### src/rtl/pu_layer_sequencer.sv
// Runs a PU bank in rounds over one layer, start/ready handshake per PU, packing results.
// Round = ISSUE, ARM, WAIT (until every active PU has reported), STORE; no timeout on a missing PU ready.
module pu_layer_sequencer #(
  parameter  int NUM_NEURONS = 30,
  parameter  int NUM_PU      = 10,
  localparam int ROUNDS      = (NUM_NEURONS + NUM_PU - 1) / NUM_PU,
  localparam int RW          = (ROUNDS > 1) ? $clog2(ROUNDS) : 1
) (
  input  logic                     clk,
  input  logic                     rst,
  input  logic                     start,
  input  logic [NUM_PU-1:0]        pu_ready,
  input  logic [NUM_PU*8-1:0]      pu_out,
  output logic [NUM_PU-1:0]        pu_start,
  output logic [RW-1:0]            round_idx,
  output logic [NUM_NEURONS*8-1:0] layer_out,
  output logic                     busy,
  output logic                     done
);

  typedef enum logic [2:0] {
    S_IDLE, S_ISSUE, S_ARM, S_WAIT, S_STORE, S_DONE
  } state_t;

  localparam logic [RW-1:0] LAST_ROUND = RW'(ROUNDS - 1);

  state_t            state;
  logic [NUM_PU-1:0] ready_flags;
  logic [NUM_PU-1:0] active;
  logic [NUM_PU-1:0] seen;

  // A PU is active in a round only if it maps onto an existing neuron.
  function automatic logic [NUM_PU-1:0] active_mask(input logic [RW-1:0] r);
    logic [NUM_PU-1:0] m;
    m = '0;
    for (int k = 0; k < NUM_PU; k++)
      m[k] = (int'(r) * NUM_PU + k) < NUM_NEURONS;
    return m;
  endfunction

  assign active = active_mask(round_idx);
  assign seen   = ready_flags | (pu_ready & active);

  always_ff @(posedge clk or negedge rst) begin
    if (!rst) begin
      state       <= S_IDLE;
      pu_start    <= '0;
      round_idx   <= '0;
      layer_out   <= '0;
      busy        <= 1'b0;
      done        <= 1'b0;
      ready_flags <= '0;
    end else begin
      case (state)
        S_IDLE: begin
          if (start) begin
            state     <= S_ISSUE;
            round_idx <= '0;
            busy      <= 1'b1;
            pu_start  <= active_mask('0);
          end
        end
        S_ISSUE: begin
          pu_start    <= '0;
          ready_flags <= ~active;
          state       <= S_ARM;
        end
        // Ready from the previous round may still be high here; it is ignored.
        S_ARM: state <= S_WAIT;
        S_WAIT: begin
          ready_flags <= seen;
          for (int n = 0; n < NUM_NEURONS; n++) begin
            if (round_idx == RW'(n / NUM_PU) && pu_ready[n % NUM_PU])
              layer_out[n*8 +: 8] <= pu_out[(n % NUM_PU)*8 +: 8];
          end
          if (&seen) state <= S_STORE;
        end
        S_STORE: begin
          if (round_idx == LAST_ROUND) begin
            state     <= S_DONE;
            done      <= 1'b1;
            busy      <= 1'b0;
            round_idx <= '0;
          end else begin
            state     <= S_ISSUE;
            round_idx <= round_idx + 1'b1;
            pu_start  <= active_mask(round_idx + 1'b1);
          end
        end
        S_DONE: begin
          done  <= 1'b0;
          state <= S_IDLE;
        end
        default: state <= S_IDLE;
      endcase
    end
  end

endmodule

### config.mk
export PLATFORM = sky130hd
export DESIGN_NAME = pu_layer_sequencer
export DESIGN_NICKNAME = d
export VERILOG_FILES = /design/src/rtl/pu_layer_sequencer.sv
export SDC_FILE = /design/constraint.sdc
export NUM_CORES = 1
export LEC_CHECK = 0
export BUFFER_PORTS_ARGS = -buffer_cell sky130_fd_sc_hd__buf_2
export CAP_MARGIN = 20
export CORE_AREA = 3 3 159 161
export DETAILED_ROUTE_END_ITERATION = 6
export DIE_AREA = 0 0 162 164
export GPL_TIMING_DRIVEN = 0
export PLACE_DENSITY_LB_ADDON = 0.08
export SLEW_MARGIN = 0
export SYNTH_ARGS = -nofsm -noshare
export SYNTH_HDL_FRONTEND = slang
export SYNTH_SLANG_ARGS = --single-unit
### constraint.sdc
create_clock -name clk -period 2.57 [get_ports clk]
set_input_delay 0.514 -clock clk [delete_from_list [all_inputs] [get_ports clk]]
set_output_delay 0.514 -clock clk [all_outputs]
set_load 0.05 [all_outputs]
Word-level counts from Yosys, hierarchy flattened
Cells that the tools add are included.

storage, ports and cells
  output and inout bits = 254
  flip-flop bits (word level) = 267
  input port bits = 93
  logic and storage cells = 179

operators by class
  equality and inequality tests = 11
  add/sub/neg operators = 19
  multiply operators = 2
  bitwise logic cells = 3
  reductions and logical operators = 72
  mux-type cells = 16
  order comparisons = 20

operators by type and width
  kind                                                                    number
  32-bit by 6-bit < comparator with 1-bit output (second input constant)  18
  32-bit by 4-bit adder with 32-bit output (second input constant)        8
  32-bit by 3-bit adder with 32-bit output (second input constant)        4
  2-bit AND reduction                                                     33
  32-bit by 2-bit adder with 32-bit output (second input constant)        2
  32-bit by 5-bit adder with 32-bit output (second input constant)        2
  1-bit logical AND                                                       30
  10-bit case mux with 3 select lines                                     1
  10-bit two-way mux                                                      2
  10-bit case mux with 2 select lines                                     1
  3-bit case mux with 5 select lines                                      1
  6-bit by 4-bit adder with 7-bit output (second input constant)          2
  7-bit by 5-bit < comparator with 1-bit output (second input constant)   2
  10-bit bitwise AND                                                      1
  2-bit by 3-bit multiplier with 5-bit output (second input constant)     2
  10-bit inverter                                                         1
  10-bit bitwise OR                                                       1
  10-bit AND reduction                                                    1
  3-bit two-way mux                                                       3
  2-bit != test (second input constant)                                   4
  3-bit by 2-bit equality test with 1-bit output (second input constant)  2
  3-bit equality test (second input constant)                             2
  3-bit AND reduction                                                     2
  2-bit nonzero test                                                      3
  other kinds (11)                                                        15

Logic depth before layout (Yosys ltp)
Gate-level depths: netlist of run 1.

  depth in word-level cells = 8
  depth in mapped cells = 6
  gate-level depth less buffers = 4

Worst setup path before layout of run 1
OpenSTA, ideal clock, no wires.

  path kind = reg-to-reg
  from = reg round_idx[0]
  to = reg layer_out[104]
  data required time = 2445 ps
  stages on the path, launching flop included = 7
  data arrival time = 1827 ps
  slack = 617 ps
  period minus slack after synthesis = 1953 ps
  setup time = 125 ps
  cells stage by stage = dfrtp_1 -> buf_2 -> inv_1 -> nor3_4 -> buf_12 -> nand2_8 -> mux2_4

between the ends
  cells in the longest elaborated chain, start to end = 3

ends and longest elaborated chain
  what                                            line  RTL
  from (decl)                                     15    output logic [RW-1:0] round_idx,
  from (signal assigned)                          86    round_idx <= round_idx + 1'b1;
  2-bit by 1-bit equality test with 1-bit output  73    if (round_idx == RW'(n / NUM_PU) && pu_ready[n % NUM_PU])
  1-bit logical AND                               73
  2-bit AND reduction (no line)                   --
  to (signal, indexed assignment)                 74    layer_out[n*8 +: 8] <= pu_out[(n % NUM_PU)*8 +: 8];
  to (decl)                                       16    output logic [NUM_NEURONS*8-1:0] layer_out,

No other way between the ends.
A chain may end at the register's enable or synchronous reset.

==> results.cfg, run 1 <==
[routing]
dr.first_iter.drc_count = 215
drc_errors = 0
wirelength_um = 25300
ant_nets = 0
vias_per_cell = 4.84
vias = 6423
drt-pass1-iter-count = 4
post_drt_wl_per_cell_um = 19.1

[yosys]
synth.distinct_cells = 35
syn_area_per_cell_um2 = 17.5
ys.warnings.count = 0
syn-cell-area_um2 = 10700
synth_top_family_by_area = multiplexers
synth_xor_area_share_pct = 0
synthMuxAreaShare_pct = 29.9
synth_nets = 706
ys_ff_latch = 258
synthAdderAreaFrac_pct = 0
synth-simple-area-share_pct = 5.86
synth-compound-area-share_pct = 2.17
yosysSeqAreaShare_pct = 60.3
syn_inst = 613

[sta]
whs_ps = 236
max_slew_margin_pct = 43.5
drv_slew = 0
min_period_over_period_pct = 79.7
setup_tns_ps = 0
hold_viol_final = 0
fin_crit_ps = 2050
fin_skew_ps = 15.3
fmax_mhz = 488
setup_viol = 0
tightest_slew_ps = 848
rsz0062_at_grt = no

[global_route]
antenna_found_initial = 2
grt_pass1_vias = 6676
grt_overflow = 0
groute.usage.overall_pct = 18.4
grt_pass1_wl_um = 38800
grt_max_degree = 108

[clock_network]
clk_path_buf_depth = 3
clock-sinks = 258
path_clk_slew_ps = 60
root_buffer = clkbuf_16
h-tree-depth = 1
cts-buffers-inserted = 28
post-cts-setup-buffer-count = 0
cts_hold_buf = 1
cts_tree = done
clk_latency_ps = 530
cts_resized = 0

[status]
outcome = finished, final reports clean

[power]
power_density_nw_per_um2 = 620
intPower_w = 0.00683
pwr-share-comb_pct = 2.8
pwr-share-clk_pct = 50.0
pwr-share-seq_pct = 47.2
p_leak_nw = 8.06
ir_worst_vdd_v = 0.000429
p_sw_w = 0.00177
swShare_pct = 20.6

[min_path]
hold_path_depth = 2
hp-class = in -> reg
holdPathEnd = layer_out[76]
holdCritStartpoint = pu_out[76]

[critical_path]
rr_worst_depth = 5
crit_slowest_cell = dfrtp_1
critPathKind = reg -> out
cp_max_fo = 12
crit_required_ps = 2060
start_kind = flip-flop
r2r_slack_ps = 550
max_stage_delay_ps = 580
r2r-end = layer_out[197]
end_kind = output pin
reg2reg_from = round_idx[0]
cp_data_arrival_time_ps = 1530
path_cells = buf_4, buf_2

[floorplan]
dieHeight_um = 164
ios = 347
die_area_um2 = 26600
core_um2 = 24100
die-width_um = 162
rows = 57
initial_utilization_pct = 44.4

[placement]
postPlaceCellArea_um2 = 12900
hpwl_um = 18000
portBuffers = 336
place_congestion = 0.748

[final_layout]
nNetsFinal = 1075
syn2layout_area_growth_pct = 29.5
n_fill_cell = 2048
drive_above_1_share_pct = 68.2
final_cell_area_um2 = 13900

[flow_run]
max_cap_violations = 0
[routing by layer]
metal | track usage, % | routed length [µm] | vias to the layer above
li1 | - | - | 2934
met1 | 23.8 | 10500 | 3223
met2 | 30.7 | 12300 | 224
met3 | 5.45 | 2060 | 40
met4 | 4.81 | 485 | 2
met5 | 0 | 7 | -
[cells by family after synthesis]
kind of cell    Yosys count
compound gates           31
buf+inv                  30
flops                   258
mux                     240
simple gates             54
[registers in the layout, summed over array words and instances, names as in the netlist]
name,cells
layer_out,240
ready_flags,10
state,3
round_idx,2
busy,1
done,1
pu_start,1
[worst max-delay path: cells and delay by family (launching register included)]
kind / cells / cell delay (ps)
DFF: 1 / 580
buffers and inverters: 2 / 430
[how the worst max path moves through the flow]
stage | from | endpoint | slack, ps | cells past startpoint
detailed placement | round_idx[0] | layer_out[197] | 490 | 5
finish | pu_start[3] | pu_start[7] | 520 | 2
floorplan | round_idx[0] | layer_out[104] | 620 | 6
CTS | round_idx[0] | layer_out[197] | 460 | 5
global placement | rst | layer_out[223] | -3900 | 1
global route | round_idx[0] | layer_out[197] | 370 | 5
[synthesized netlist by cell type, drive strengths merged]
master / count / area share, %
a211oi: 1 / 0.070
a21oi: 4 / 0.19
a221o: 10 / 0.93
a31o: 1 / 0.082
a31oi: 1 / 0.058
a32oi: 1 / 0.082
and3: 2 / 0.12
buf: 14 / 1.1
clkbuf: 12 / 0.55
dfrtp: 258 / 60
inv: 4 / 0.14
mux2: 240 / 30
nand2: 35 / 4.5
nand2b: 2 / 0.12
nand3: 1 / 0.047
nand3b: 2 / 0.26
nand4: 2 / 0.12
nor2: 6 / 0.30
nor3: 3 / 0.35
o21ai: 4 / 0.19
o21bai: 1 / 0.070
o22a: 1 / 0.082
o22ai: 6 / 0.35
o31ai: 1 / 0.070
or3: 1 / 0.058
[placed cells by master (no fill, tap or decap), types with 6 or more instances in the layout]
| cell | n |
|---|---|
| buf_2 | 338 |
| nand2_8 | 20 |
| nand2_2 | 10 |
| a221o_1 | 10 |
| clkbuf_1 | 6 |
| buf_4 | 9 |
| mux2_4 | 132 |
| clkbuf_2 | 11 |
| mux2_2 | 108 |
| o22ai_1 | 6 |
| clkbuf_16 | 29 |
| dfrtp_1 | 258 |
[power groups by stage]
stage | registers [W] | clock network, W | logic [W]
2_1_floorplan | 0.00414 | 0 | 0.0000481
3_3_place_gp | 0.00414 | 0 | 0.000233
3_5_place_dp | 0.00414 | 0 | 0.000246
4_1_cts | 0.00406 | 0.00443 | 0.000248
5_1_grt | 0.00406 | 0.00460 | 0.000270
6_report | 0.00406 | 0.00430 | 0.000238
[per-stage QoR]
step / util [%] / std cells / total power [W] / setup slack, ps
detailed placement: 53.4 / 1275 / 0.00438 / 487
global placement: 53.1 / 1273 / 0.00437 / -3900
global route: 57.5 / 1327 / 0.00893 / 373
CTS: 57.5 / 1326 / 0.00874 / 460
finish: 57.5 / 1327 / 0.00860 / 522
floorplan: - / 613 / 0.00419 / 617
[cell type report]
class                      instances  area [µm²]  share of cell area [%]
clock buffer                      39         813                    5.86
sequential                       258        6460                    46.5
tap                              324         405                    2.92
timing repair buffer             339        1760                    12.7
buffer                            26         181                    1.31
antenna                            1        2.50                  0.0180
inverter                           4        15.0                   0.108
clock inverter                    11         183                    1.32
multi-input combinational        325        4060                    29.3
No activity file was read; power rests on OpenSTA's default activity.
==> inputs of run 2 (changes only) <==
Clock period 2.57 ns to 1.79 ns, I/O delays scaled along.
==> results.cfg, run 2 (synthesis gave the netlist of run 1 again) <==
[global_route]
grt_overflow = 0
grt_use_met2_pct = 30.8
grt_pass1_wl_um = 39900
groute.usage.overall_pct = 18.8
grt_pass1_vias = 6767
use_met3_pct = 5.70
busiest_layer = met2
grt_max_degree = 115
antenna_found_initial = 1
use_met1_pct = 24.6

[routing]
drt-pass1-iter-count = 4
vias_per_cell = 4.84
vias = 6474
dr.first_iter.drc_count = 294
ant_nets = 0
drc_errors = 0
post_drt_wl_per_cell_um = 19.1
wirelength_um = 25500

[placement]
portBuffers = 336
place_congestion = 0.756
hpwl_um = 18200
postPlaceCellArea_um2 = 12900
dp_slack_ps = -323

[final_layout]
largest_reg_flops = 240
layout_commonest_cell = buf_2
top_regs = layer_out (240), ready_flags (10), state (3)
final_cell_area_um2 = 14000
n_fill_cell = 2038
drive_above_1_share_pct = 68.7
regMostFlops = layer_out
final_cell_mix = 327 x buf_2, 254 x dfrtp_1, 132 x mux2_4
nNetsFinal = 1084
syn2layout_area_growth_pct = 30.7

[flow_run]
max_cap_violations = 0

[critical_path]
max_stage_delay_ps = 420
cp_max_fo = 8
critPathKind = reg -> reg
end_kind = flip-flop
path_cells = nand3b_4, nor3_4, clkbuf_16, nand2_8, mux2_4
start_kind = flip-flop
crit_slowest_cell = dfrtp_2
crit_required_ps = 2200
r2r_slack_ps = -0.7
cp_data_arrival_time_ps = 2200

[clock_network]
clk_latency_ps = 540
h-tree-depth = 1
path_clk_slew_ps = 60
cts-buffers-inserted = 28
root_buffer = clkbuf_16
cts_tree = done
clk_path_buf_depth = 3
clock-sinks = 258

[sta]
max_slew_margin_pct = 48.0
drv_slew = 0
fmax_mhz = 558
min_period_over_period_pct = 100
setup_viol = 1
setup_tns_ps = -0.715
tightest_slew_ps = 779
hold_viol_final = 0
fin_crit_ps = 1790
rsz0062_at_grt = yes
fin_skew_ps = 15.0
fin_ws_ps = -0.715

[min_path]
hp-class = in -> reg

[floorplan]
core_um2 = 24100
die-width_um = 162
rows = 57
ios = 347
initial_utilization_pct = 44.4
die_area_um2 = 26600
dieHeight_um = 164

[status]
outcome = finished, violations left
violations = negative setup slack

[power]
p_leak_nw = 8.19
power.total_w = 0.0119
power_density_nw_per_um2 = 851
ir_worst_vdd_v = 0.000644
## run 2: power breakdown
| group | internal [W] | total (W) | switching, W |
|---|---|---|---|
| clock | 0.00347 | 0.00573 | 0.00226 |
| sequential | 0.00583 | 0.00583 | 0 |
| combinational | 0.000108 | 0.000348 | 0.000241 |
## run 2: stage by stage
step | utilization [%] | hold slack [ps] | std cells
after detailed placement | 53.4 | 283 | 1275
final | 58.1 | 77.7 | 1337
after global routing | 58.1 | 61.3 | 1337
after CTS | 57.5 | 53.2 | 1329
after global placement | 53.1 | 478 | 1273
after floorplan | - | 62.4 | 613
## run 2: final timing paths
kind	from	endpoint	depth (start not counted)
max	state[2]	layer_out[100]	5
min	pu_out[76]	layer_out[156]	2
max reg2reg	state[2]	layer_out[100]	5
min reg2reg	layer_out[164]	layer_out[164]	1
max in group asynchronous	rst	layer_out[104]	3
min in group asynchronous	rst	layer_out[94]	2
## run 2: critical path: cells and delay by family, from the launching register on
family                 cells  cell delay, ps
DFF                        1             420
and+or+nand+nor            3             650
buffers and inverters      1             270
muxes                      1             320
## run 2: timing repair
action	4_1_cts	5_1_grt
gates resized for setup	5	23
endpoints found under the hold margin	42	0
gates cloned	0	1
buffers inserted	2	6
pin swaps	1	1
setup endpoints to repair	90	207
hold buffers	1	0
## run 2: area by class of cell
type	instances	area, µm²	share of cell area, %
antenna	1	2.50	0.0179
buffer	26	189	1.35
clock buffer	46	880	6.29
clock inverter	5	50.0	0.358
inverter	4	15.0	0.107
multi-input combinational	325	4110	29.4
sequential	258	6460	46.2
tap	324	405	2.90
timing repair buffer	348	1880	13.4
## run 2: metal layers
metal | wire (µm) | up-vias | share of wire (%)
li1 | - | 2956 | -
met1 | 10700 | 3259 | 42
met2 | 12300 | 220 | 48
met3 | 2000 | 39 | 7.9
met4 | 545 | 0 | 2.1
met5 | 0 | - | 0
==> inputs of run 3 (changes only) <==
Settings changed: ABC_AREA set to 1, CORE_AREA 3 3 159 161 to 2 2 155 157, DIE_AREA 0 0 162 164 to 0 0 157 159, RECOVER_POWER set to 25.
==> results.cfg, run 3 <==
[routing]
vias_per_cell = 4.75
ant_nets = 0
wirelength_um = 28200
vias = 8188
drt-pass1-iter-count = 5
post_drt_wl_per_cell_um = 16.3
drc_errors = 0
dr.first_iter.drc_count = 390

[critical_path]
cp_max_fo = 7
crit_slowest_cell = dfrtp_2
path_cells = clkbuf_4
crit_required_ps = 1430
start_kind = flip-flop
crit_buf_inv = 1
cp_data_arrival_time_ps = 1370
end_kind = output pin
max_stage_delay_ps = 520
crit_family = flip-flops
critPathKind = reg -> out
r2r_slack_ps = 130

[yosys]
syn-cell-area_um2 = 10300
synth_nets = 1094
synth_area_leaders = dfrtp_1 63%, nand2_1 11%, o21ai_1 10%, nand4_4 3.7%, inv_1 3.5%
synth_edf_count = 0
synth_common_cells = 289 x nand2_1, 258 x dfrtp_1, 216 x o21ai_1
synth_top_area_cell = dfrtp_1
synth_async_sr_flop_share_pct = 100
yosysSeqAreaShare_pct = 62.5
ys.warnings.count = 0
syn_inst = 1001
synth.distinct_cells = 25
synth-main-ff-cell = dfrtp_1
ys_ff_latch = 258
yosysMostFrequentCell = nand2_1
synth_top_area_share_pct = 62.5
syn_area_per_cell_um2 = 10.3

[sta]
whs_ps = 95.0
fin_skew_ps = 14.1
max_slew_margin_pct = 58.5
drv_slew = 0
tightest_slew_ps = 622
min_period_over_period_pct = 96.7
hold_viol_final = 0
rsz0062_at_grt = no
fmax_mhz = 578
fin_crit_ps = 1730
setup_viol = 0

[clock_network]
h-tree-depth = 1
root_buffer = clkbuf_16
clock-sinks = 258
path_clk_slew_ps = 60
cts_tree = done
cts-buffers-inserted = 28
clk_latency_ps = 530
clk_path_buf_depth = 3

[status]
outcome = finished, final reports clean

[floorplan]
die-width_um = 157
rows = 56
core_um2 = 23200
initial_utilization_pct = 44.5
ios = 347
dieHeight_um = 159
die_area_um2 = 25000

[placement]
hpwl_um = 19800
place_congestion = 0.790
postPlaceCellArea_um2 = 12500
portBuffers = 346

[global_route]
antenna_found_initial = 3
grt_pass1_wl_um = 44500
groute.usage.overall_pct = 22.2
grt_pass1_vias = 8167
grt_max_degree = 121
grt_overflow = 0

[final_layout]
regMostFlops = layer_out
top_regs = layer_out (240), ready_flags (10), state (3)
layout_commonest_cell = buf_2
nNetsFinal = 1474
syn2layout_area_growth_pct = 31.1
drive_above_1_share_pct = 34.0
final_cell_mix = 338 x buf_2, 289 x nand2_1, 256 x dfrtp_1
final_cell_area_um2 = 13500
largest_reg_flops = 240

[power]
power.total_w = 0.0314
power_density_nw_per_um2 = 2320
p_leak_nw = 7.26
ir_worst_vdd_v = 0.00146

[min_path]
hp-class = in -> reg

[flow_run]
max_cap_violations = 0
## run 3: cell count changes after synthesis, moves of 11 or more
cell | previous run | this run
o21ai_1 | 0 | 216
o21ai_0 | 4 | 29
buf_6 | 0 | 12
mux2_4 | 132 | 0
nand2_1 | 5 | 289
mux2_2 | 108 | 0
nand3_1 | 1 | 16
buf_4 | 9 | 28
nand2_8 | 20 | 0
nand4_4 | 0 | 18
inv_1 | 4 | 97
clkbuf_2 | 11 | 0
## run 3: cells by family (layout without fill, tap and decap cells)
kind of cell,Yosys count,in the layout,synth area share [%]
compound gates,249,249,12.2
flops,258,258,62.5
other cells,0,2,0
buf+inv,147,549,7.60
simple gates,347,347,17.7
## run 3: tightest hold or removal path, stage by stage
cell and delay, ps:
buf_2 70, inv_1 40, o21ai_1 110
## run 3: per-layer routing
layer	wire (µm)	part of all wire [%]	GRT usage [%]	up-vias
met5	13	0.046	0	-
met4	592	2.1	6.13	2
met3	2190	7.8	5.61	44
met2	13200	47	35.5	264
met1	12100	43	30.3	3851
li1	-	-	-	4027
## run 3: what timing repair did
| action | CTS | global route |
|---|---|---|
| gates resized for setup | 2 | 13 |
| hold endpoints to repair | 28 | 0 |
| hold buffers | 1 | 0 |
| endpoints found under the setup margin | 11 | 62 |
| buffers inserted | 0 | 1 |
## run 3: stage by stage
stage	setup WS, ps	TNS (ps)	std cells	util (%)
final	58.8	0	1724	58.4
after global routing	23.7	0	1723	58.4
after CTS	6.54	0	1721	58.2
after detailed placement	18.9	0	1668	54.0
after global placement	-4430	-1136000	1666	53.7
after floorplan	16.3	0	1001	-
## run 3: worst paths after layout
check | from | endpoint | cells past startpoint
worst max-delay path | round_idx[0] | round_idx[0] | 1
worst min-delay path | pu_out[47] | layer_out[127] | 3
worst max register to register | round_idx[1] | layer_out[15] | 6
worst min register to register | layer_out[49] | layer_out[49] | 2
max in group asynchronous | rst | pu_start[3] | 3
min in group asynchronous | rst | layer_out[230] | 2
## run 3: area by class of cell
type	instances	area, µm²
tap	319	399
buffer	48	417
inverter	99	372
fill	2161	9650
sequential	258	6460
multi-input combinational	596	3080
clock buffer	44	842
clock inverter	8	121
timing repair buffer	350	1840
antenna	2	5.00
## run 3: power breakdown
group | switching [W] | internal [W] | total (W)
registers | 0.00130 | 0.00816 | 0.00946
clock network | 0.00232 | 0.00365 | 0.00597
logic | 0.0123 | 0.00366 | 0.0160
